### config.mk
export PLATFORM = sky130hd
export DESIGN_NAME = writeback_arbiter_flat
export DESIGN_NICKNAME = d
export VERILOG_FILES = /design/src/rtl/writeback_arbiter_if.sv /design/src/rtl/writeback_arbiter.sv /design/src/flat_wrapper.sv
export SDC_FILE = /design/constraint.sdc
export NUM_CORES = 1
export LEC_CHECK = 0
export ABC_AREA = 1
export CAP_MARGIN = 10
export CORE_MARGIN = 2
export CORE_UTILIZATION = 33
export CTS_CLUSTER_DIAMETER = 100
export DETAILED_ROUTE_END_ITERATION = 7
export PLACE_DENSITY = 0.83
export RECOVER_POWER = 100
export SKIP_CTS_REPAIR_TIMING = 1
export SYNTH_ARGS = -nofsm -noshare
export SYNTH_HDL_FRONTEND = slang
export SYNTH_SLANG_ARGS = --single-unit
### constraint.sdc
create_clock -name clk -period 1.9 [get_ports clk]
set_input_delay 0.38 -clock clk [delete_from_list [all_inputs] [get_ports clk]]
set_output_delay 0.38 -clock clk [all_outputs]
set_load 0.02 [all_outputs]
### src/rtl/writeback_arbiter_if.sv
// -----------------------------------------------------------------------------
// writeback_arbiter_if
// Bundle between the execution units, the writeback arbiter and the
// register file / csr consumers.
//   Producer side : res_v, res, res_rd, res_exc (per unit), flush
//   Grant         : ok_o (one-hot accept back to the producers)
//   Commit side   : wb_v, wb_rd, wb_data, exc_v, exc_unit, instret_v
// Modports:
//   master : the environment (producers + consumers)
//   slave  : the arbiter itself
// -----------------------------------------------------------------------------
interface writeback_arbiter_if #(
    parameter int NUNITS = 4,
    parameter int DATA_W = 32
);
    localparam int UW = $clog2(NUNITS);

    logic [NUNITS-1:0]        res_v;
    logic [NUNITS*DATA_W-1:0] res;
    logic [NUNITS*5-1:0]      res_rd;
    logic [NUNITS-1:0]        res_exc;
    logic [NUNITS-1:0]        ok_o;
    logic                     flush;
    logic                     wb_v;
    logic [4:0]               wb_rd;
    logic [DATA_W-1:0]        wb_data;
    logic                     exc_v;
    logic [UW-1:0]            exc_unit;
    logic                     instret_v;

    modport master (
        output res_v, res, res_rd, res_exc, flush,
        input  ok_o, wb_v, wb_rd, wb_data, exc_v, exc_unit, instret_v
    );

    modport slave (
        input  res_v, res, res_rd, res_exc, flush,
        output ok_o, wb_v, wb_rd, wb_data, exc_v, exc_unit, instret_v
    );
endinterface

### src/rtl/writeback_arbiter.sv
// -----------------------------------------------------------------------------
// writeback_arbiter
// Commit stage behind the execution units. Each cycle one valid producer is
// granted round-robin; its result is registered onto the register-file write
// port, or reported as an exception, and a retire pulse is sent to the csr.
// Ports:
//   clk    : clock
//   rst_n  : synchronous active-low reset
//   bus    : writeback_arbiter_if.slave
//            in  res_v/res/res_rd/res_exc per unit, flush
//            out ok_o (combinational one-hot accept)
//            out wb_v/wb_rd/wb_data, exc_v/exc_unit, instret_v (registered)
// -----------------------------------------------------------------------------
module writeback_arbiter #(
    parameter int NUNITS = 4,
    parameter int DATA_W = 32
) (
    input  logic                  clk,
    input  logic                  rst_n,
    writeback_arbiter_if.slave    bus
);
    localparam int UW = $clog2(NUNITS);

    logic [UW-1:0]     r_rr;
    logic [UW-1:0]     w_g;
    logic              w_found;
    logic              w_grant_v;
    logic [NUNITS-1:0] w_ok;
    int                w_scan;
    logic [4:0]        w_sel_rd;
    logic [DATA_W-1:0] w_sel_data;
    logic              w_sel_exc;
    logic [UW-1:0]     w_rr_next;

    logic              r_wb_v_p1;
    logic [4:0]        r_wb_rd_p1;
    logic [DATA_W-1:0] r_wb_data_p1;
    logic              r_exc_v_p1;
    logic [UW-1:0]     r_exc_unit_p1;
    logic              r_vld_p1;

    // ---- stage p0: round-robin scan starting at r_rr ----
    always_comb begin
        w_found = 1'b0;
        w_g     = '0;
        w_scan  = 0;
        for (int k = 0; k < NUNITS; k++) begin
            w_scan = int'(r_rr) + k;
            if (w_scan >= NUNITS) w_scan = w_scan - NUNITS;
            if (!w_found && bus.res_v[w_scan]) begin
                w_found = 1'b1;
                w_g     = UW'(w_scan);
            end
        end
    end

    // A flush or reset suppresses the accept so producers keep their data.
    assign w_grant_v  = w_found & ~bus.flush & rst_n;
    assign w_ok       = w_grant_v ? (NUNITS'(1) << w_g) : '0;
    assign bus.ok_o   = w_ok;

    assign w_sel_rd   = bus.res_rd[w_g*5 +: 5];
    assign w_sel_data = bus.res[w_g*DATA_W +: DATA_W];
    assign w_sel_exc  = bus.res_exc[w_g];
    assign w_rr_next  = (w_g == UW'(NUNITS-1)) ? '0 : w_g + UW'(1);

    always_ff @(posedge clk) begin
        if (!rst_n) begin
            r_rr <= '0;
        end else if (bus.flush) begin
            r_rr <= '0;
        end else if (w_grant_v) begin
            r_rr <= w_rr_next;
        end
    end

    // ---- stage p1: registered commit ----
    always_ff @(posedge clk) begin
        if (!rst_n) begin
            r_wb_v_p1     <= 1'b0;
            r_wb_rd_p1    <= '0;
            r_wb_data_p1  <= '0;
            r_exc_v_p1    <= 1'b0;
            r_exc_unit_p1 <= '0;
            r_vld_p1      <= 1'b0;
        end else if (w_grant_v) begin
            // x0 writes are dropped but the instruction still retires.
            r_wb_v_p1    <= ~w_sel_exc & (w_sel_rd != 5'd0);
            r_wb_rd_p1   <= w_sel_rd;
            r_wb_data_p1 <= w_sel_data;
            r_exc_v_p1   <= w_sel_exc;
            r_vld_p1     <= ~w_sel_exc;
            if (w_sel_exc) r_exc_unit_p1 <= w_g;
        end else begin
            r_wb_v_p1  <= 1'b0;
            r_exc_v_p1 <= 1'b0;
            r_vld_p1   <= 1'b0;
        end
    end

    assign bus.wb_v      = r_wb_v_p1;
    assign bus.wb_rd     = r_wb_rd_p1;
    assign bus.wb_data   = r_wb_data_p1;
    assign bus.exc_v     = r_exc_v_p1;
    assign bus.exc_unit  = r_exc_unit_p1;
    assign bus.instret_v = r_vld_p1;
endmodule

### src/flat_wrapper.sv
// flat-port wrapper written by rule: the top's interface ports become plain ports
module writeback_arbiter_flat 
#(
    parameter int NUNITS = 4,
    parameter int DATA_W = 32
)
  (clk, rst_n, bus_res_v, bus_res, bus_res_rd, bus_res_exc, bus_flush, bus_ok_o, bus_wb_v, bus_wb_rd, bus_wb_data, bus_exc_v, bus_exc_unit, bus_instret_v);
  writeback_arbiter_if #(.NUNITS(NUNITS), .DATA_W(DATA_W)) bus_i ();
  input  logic clk;
  input  logic rst_n;
  input wire logic [$bits(bus_i.res_v)-1:0] bus_res_v;
  input wire logic [$bits(bus_i.res)-1:0] bus_res;
  input wire logic [$bits(bus_i.res_rd)-1:0] bus_res_rd;
  input wire logic [$bits(bus_i.res_exc)-1:0] bus_res_exc;
  input wire logic [$bits(bus_i.flush)-1:0] bus_flush;
  output wire logic [$bits(bus_i.ok_o)-1:0] bus_ok_o;
  output wire logic [$bits(bus_i.wb_v)-1:0] bus_wb_v;
  output wire logic [$bits(bus_i.wb_rd)-1:0] bus_wb_rd;
  output wire logic [$bits(bus_i.wb_data)-1:0] bus_wb_data;
  output wire logic [$bits(bus_i.exc_v)-1:0] bus_exc_v;
  output wire logic [$bits(bus_i.exc_unit)-1:0] bus_exc_unit;
  output wire logic [$bits(bus_i.instret_v)-1:0] bus_instret_v;
  assign bus_i.res_v = bus_res_v;
  assign bus_i.res = bus_res;
  assign bus_i.res_rd = bus_res_rd;
  assign bus_i.res_exc = bus_res_exc;
  assign bus_i.flush = bus_flush;
  assign bus_ok_o = bus_i.ok_o;
  assign bus_wb_v = bus_i.wb_v;
  assign bus_wb_rd = bus_i.wb_rd;
  assign bus_wb_data = bus_i.wb_data;
  assign bus_exc_v = bus_i.exc_v;
  assign bus_exc_unit = bus_i.exc_unit;
  assign bus_instret_v = bus_i.instret_v;
  writeback_arbiter #(.NUNITS(NUNITS), .DATA_W(DATA_W)) u_core (.clk(clk), .rst_n(rst_n), .bus(bus_i));
endmodule
==> summary by stage <==
Timing
For the finished layout, the period the worst path requires is between 2 and 2.5 ns. Setup repair after global routing could not meet its margin everywhere. Between clock sinks in the finished design, the worst skew comes to 0.01028 ns. On the final layout, the worst hold slack is 0.4672 ns. The final worst-path cycle share is 1.257.

The measured slew at the worst slew-check pin is approximately 0.44 ns. The number of hold violations in the final report is 0. The setup TNS after final layout is -13.80 ns. After layout, the worst setup slack is -0.4882 ns. Setup violations remaining at the end of the flow were counted as 47.

The number of max-slew violations in the final report is 0. For this run, the top clock speed supported by timing is between 400 and 500 MHz. The worst slew margin relative to its limit is 0.7072.

Logic synthesis
For this run, the number of Yosys warnings is 0. The multiplexer share of the synthesized area is 0. The area of the mapped netlist is between 0.003 and 0.004 mm². After synthesis, the mean cell area works out to 5.890 µm². The synthesized instance count is 523. The synthesized netlist contains 23 unique library cells. The compound-gate portion of the synthesized area is 0.1864. The post-synthesis net count is slightly below 700. The number of synthesized register bits is 44. The portion of the post-synthesis area used by sequential elements is 0.2859. The simple-gate area share of the yosys netlist is 0.4175. By area, the combinational part of the netlist is dominated by simple AND/OR/NAND/NOR gates. Of the total synthesized cell area, the portion taken by full adders, half adders and majority gates is 0.01625. Of the total synthesized cell area, the portion taken by XOR and XNOR cells is 0.

Place
The placer congestion estimate is 0.8667. Buffers placed on the I/O ports in this run total 204. The HPWL after detailed placement is about 8.7 mm.

At the placement stage, the worst setup path has a slack of -1.052 ns. The number of cells after detailed placement is about 830. The placement-stage cell area is around 0.0054 mm².

Global routing
The pin count of the biggest net entering global routing is 45. The first global-routing pass estimated 17.31 mm of wire. The total global-route track usage is 0.2097. After global routing the overflow that remains totals 0. The number of global-route vias before repair came to between 3000 and 4000. The initial antenna violation count is 0.

Clock network
The clock network latency to the later pin of the worst-skew pair is approximately 0.29 ns. The number of sinks handled by clock tree synthesis is 44. The tree is rooted in a sky130_fd_sc_hd__clkbuf_8.

The clock tree synthesis step divided the H-tree into 2 levels. The clock-pin slew of the registers on the worst-case setup and hold paths is 0.09 ns. TritonCTS built the clock tree. The number of buffers created by CTS is 5.

The clock passes through at most 2 buffers.

Pwr
The internal power of the cells totals roughly 3.4 mW. The combinational group share of total power is 0.711. The final total power is around 6.7 mW. The share of total power dissipated in the clock network is 0.082. Of the total power, the share spent switching nets is 0.5009.

In this run the power spent charging and discharging nets is approximately 3.4 mW. The leakage power is 2.617 nW. The peak supply drop is just under 800 µV. The power share of the sequential group is 0.208. In this run the power density over the cells is 1185 mW/mm².

Critical path
Counting stages on the worst path, the most repeated cell is sky130_fd_sc_hd__nand2_4. The largest incremental delay on the critical path is around 0.40 ns. The reg-to-reg setup timing slack is -0.47 ns. The worst setup path is of the reg -> out kind. The worst reg2reg path startpoint is u_core.r_rr[0]. The largest fanout on the critical path is 7. The arrival time of data at the critical path endpoint is approximately 2.0 ns. The worst setup path is launched from a flop. The required time at the worst-slack endpoint is roughly 1.5 ns. Traced cell by cell, the critical path runs through buf_6 > nand2_4 > nand3_2 > nand2_2 > nand2_4 > nand2_2 > nand2_4 > nand2_4 > nor2_4 > ha_4 > inv_2 > nor2_4 > buf_6. The cell count of the worst reg-to-reg path is 16. The reg-to-reg endpoint is u_core.bus.exc_unit[1]. The endpoint kind of the worst setup timing path is an output port. Among all stages on the critical path, the largest delay is contributed by sky130_fd_sc_hd__dfxtp_4.

Routing
In the final routed layout, each cell accounts on average for between 10 and 15 µm. The ratio of routed vias to standard cells is approximately 4.9. The detailed router finished its first iteration with approximately 160 violations. In the routed design, unresolved DRC markers number 0.

For this block, the via count after detailed routing is 4133. The first detailed-routing pass took 4 iterations. The total routed wirelength is around 12 mm. The count of nets left with antenna violations once routing finished came out at 0.

Final layout
The repair_antennas step left the layout with diodes totalling 0. The finished layout holds between 800 and 900 standard cells, fillers aside. The final net count is between 800 and 900. The area growth from synthesis to layout is 84.36%. For this run, the share of the core covered by cells in the final layout is 0.6205.

The top cell types in the final layout, fill and taps aside, are sky130_fd_sc_hd__nand2_1 (187), sky130_fd_sc_hd__clkdlybuf4s50_1 (154), sky130_fd_sc_hd__a21oi_1 (56). The most common library cell in the layout ignoring fill and taps is sky130_fd_sc_hd__nand2_1. The cell area after layout is ~0.0057 mm². The fraction of layout cells with a size suffix above 1 is 0.1405.

Die
The total die area is 0.01012 mm². The initial core utilization is 0.3366. The vertical die dimension is 100.6 µm. The area of the core region is a little over 0.009 mm².

The number of ports placed on the die boundary is slightly above 200. The die is 100.6 µm wide. The total number of placement rows is 35.

Hold path
The startpoint of the worst hold path is u_core.bus.wb_data[29]. The cell depth of the worst min-delay path is 2. In this run the worst hold path is classified as reg -> reg.

The worst-case hold path end point is u_core.bus.wb_data[29].

Job
The tool flagged a number of max-cap violations equal to 0.

Outcome
The run finished, with violations left. The checks that failed: setup timing.
==> Yosys cell counts <==
| cell type | count | area, µm² |
|---|---|---|
| sky130_fd_sc_hd__nand2_1 | 207 | 777.0 |
| sky130_fd_sc_hd__clkbuf_1 | 12 | 45.04 |
| sky130_fd_sc_hd__buf_6 | 2 | 22.52 |
| sky130_fd_sc_hd__buf_1 | 1 | 3.750 |
| sky130_fd_sc_hd__o21ai_0 | 18 | 90.09 |
| sky130_fd_sc_hd__dfxtp_1 | 44 | 880.8 |
| sky130_fd_sc_hd__o21ai_1 | 27 | 135.1 |
| sky130_fd_sc_hd__nand3_1 | 52 | 260.3 |
| sky130_fd_sc_hd__a21oi_1 | 56 | 280.3 |
| sky130_fd_sc_hd__inv_1 | 22 | 82.58 |
| sky130_fd_sc_hd__buf_2 | 15 | 75.07 |
| sky130_fd_sc_hd__nor2_1 | 22 | 82.58 |
| sky130_fd_sc_hd__nand2_2 | 5 | 31.28 |
| sky130_fd_sc_hd__nand2_4 | 1 | 11.26 |
| sky130_fd_sc_hd__o211ai_1 | 5 | 37.54 |
| sky130_fd_sc_hd__nand3_4 | 1 | 17.52 |
| sky130_fd_sc_hd__nand4_1 | 7 | 43.79 |
| sky130_fd_sc_hd__nor2_4 | 2 | 22.52 |
| sky130_fd_sc_hd__ha_1 | 4 | 50.05 |
| sky130_fd_sc_hd__buf_4 | 5 | 37.54 |
| sky130_fd_sc_hd__a31oi_1 | 5 | 31.28 |
| sky130_fd_sc_hd__nand3_2 | 4 | 40.04 |
| sky130_fd_sc_hd__inv_2 | 6 | 22.52 |
==> layer usage <==
metal | track usage | part of all wire
met1 | 0.2426 | 0.39
met2 | 0.3841 | 0.52
met3 | 0.05201 | 0.076
met4 | 0.05269 | 0.017
met5 | 0 | 0
==> layout make-up <==
cell class	count	area, µm²
Clock buffer	5	68.82
Tap cell	111	138.9
Inverter	28	115.1
Clock inverter	2	12.51
Timing Repair Buffer	231	2311
Fill cell	785	3473
Sequential cell	44	888.4
Multi-Input combinational cell	416	2145
==> power by group through the flow <==
stage                     combinational [mW]  clock (mW)  sequential [mW]
final                                   4.78       0.550             1.40
after floorplan                         2.69           0             1.77
after global placement                  4.50           0             1.41
after CTS                               4.61       0.579             1.40
after detailed placement                4.59           0             1.42
after global routing                    5.27       0.614             1.44
==> sequential cells by signal, summed over array words and instances, names as in the netlist <==
register / flops
u_core.r_rr: 2
u_core.bus.exc_unit: 2
u_core.bus.wb_rd: 5
u_core.bus.wb_v: 1
u_core.bus.exc_v: 1
u_core.bus.instret_v: 1
u_core.bus.wb_data: 32
==> worst max-delay path: cells and delay by family (launching register included) <==
kind	cells	cell delay [ns]
and+or+nand+nor	9	0.85
DFF	1	0.40
buffers and inverters	3	0.31
adders and majority gates	1	0.17
==> worst max path at each step <==
| stage | startpoint | to | slack (ns) |
|---|---|---|---|
| after floorplan | u_core.r_rr[0] | bus_ok_o[2] | -0.15 |
| after global placement | bus_res_v[3] | bus_ok_o[1] | -1.02 |
| after detailed placement | bus_res_v[3] | bus_ok_o[1] | -1.05 |
| after CTS | bus_res_v[3] | bus_ok_o[1] | -1.06 |
| after global routing | u_core.r_rr[1] | u_core.bus.exc_unit[1] | -0.64 |
| final | u_core.r_rr[0] | bus_ok_o[1] | -0.49 |
==> kinds of logic (layout without fill, tap and decap cells) <==
family          after synthesis  count (layout)
compound gates              111             111
flops                        44              44
buf+inv                      63             266
simple gates                301             301
fa+ha+maj                     4               4
No activity file was read; power rests on OpenSTA's default activity.
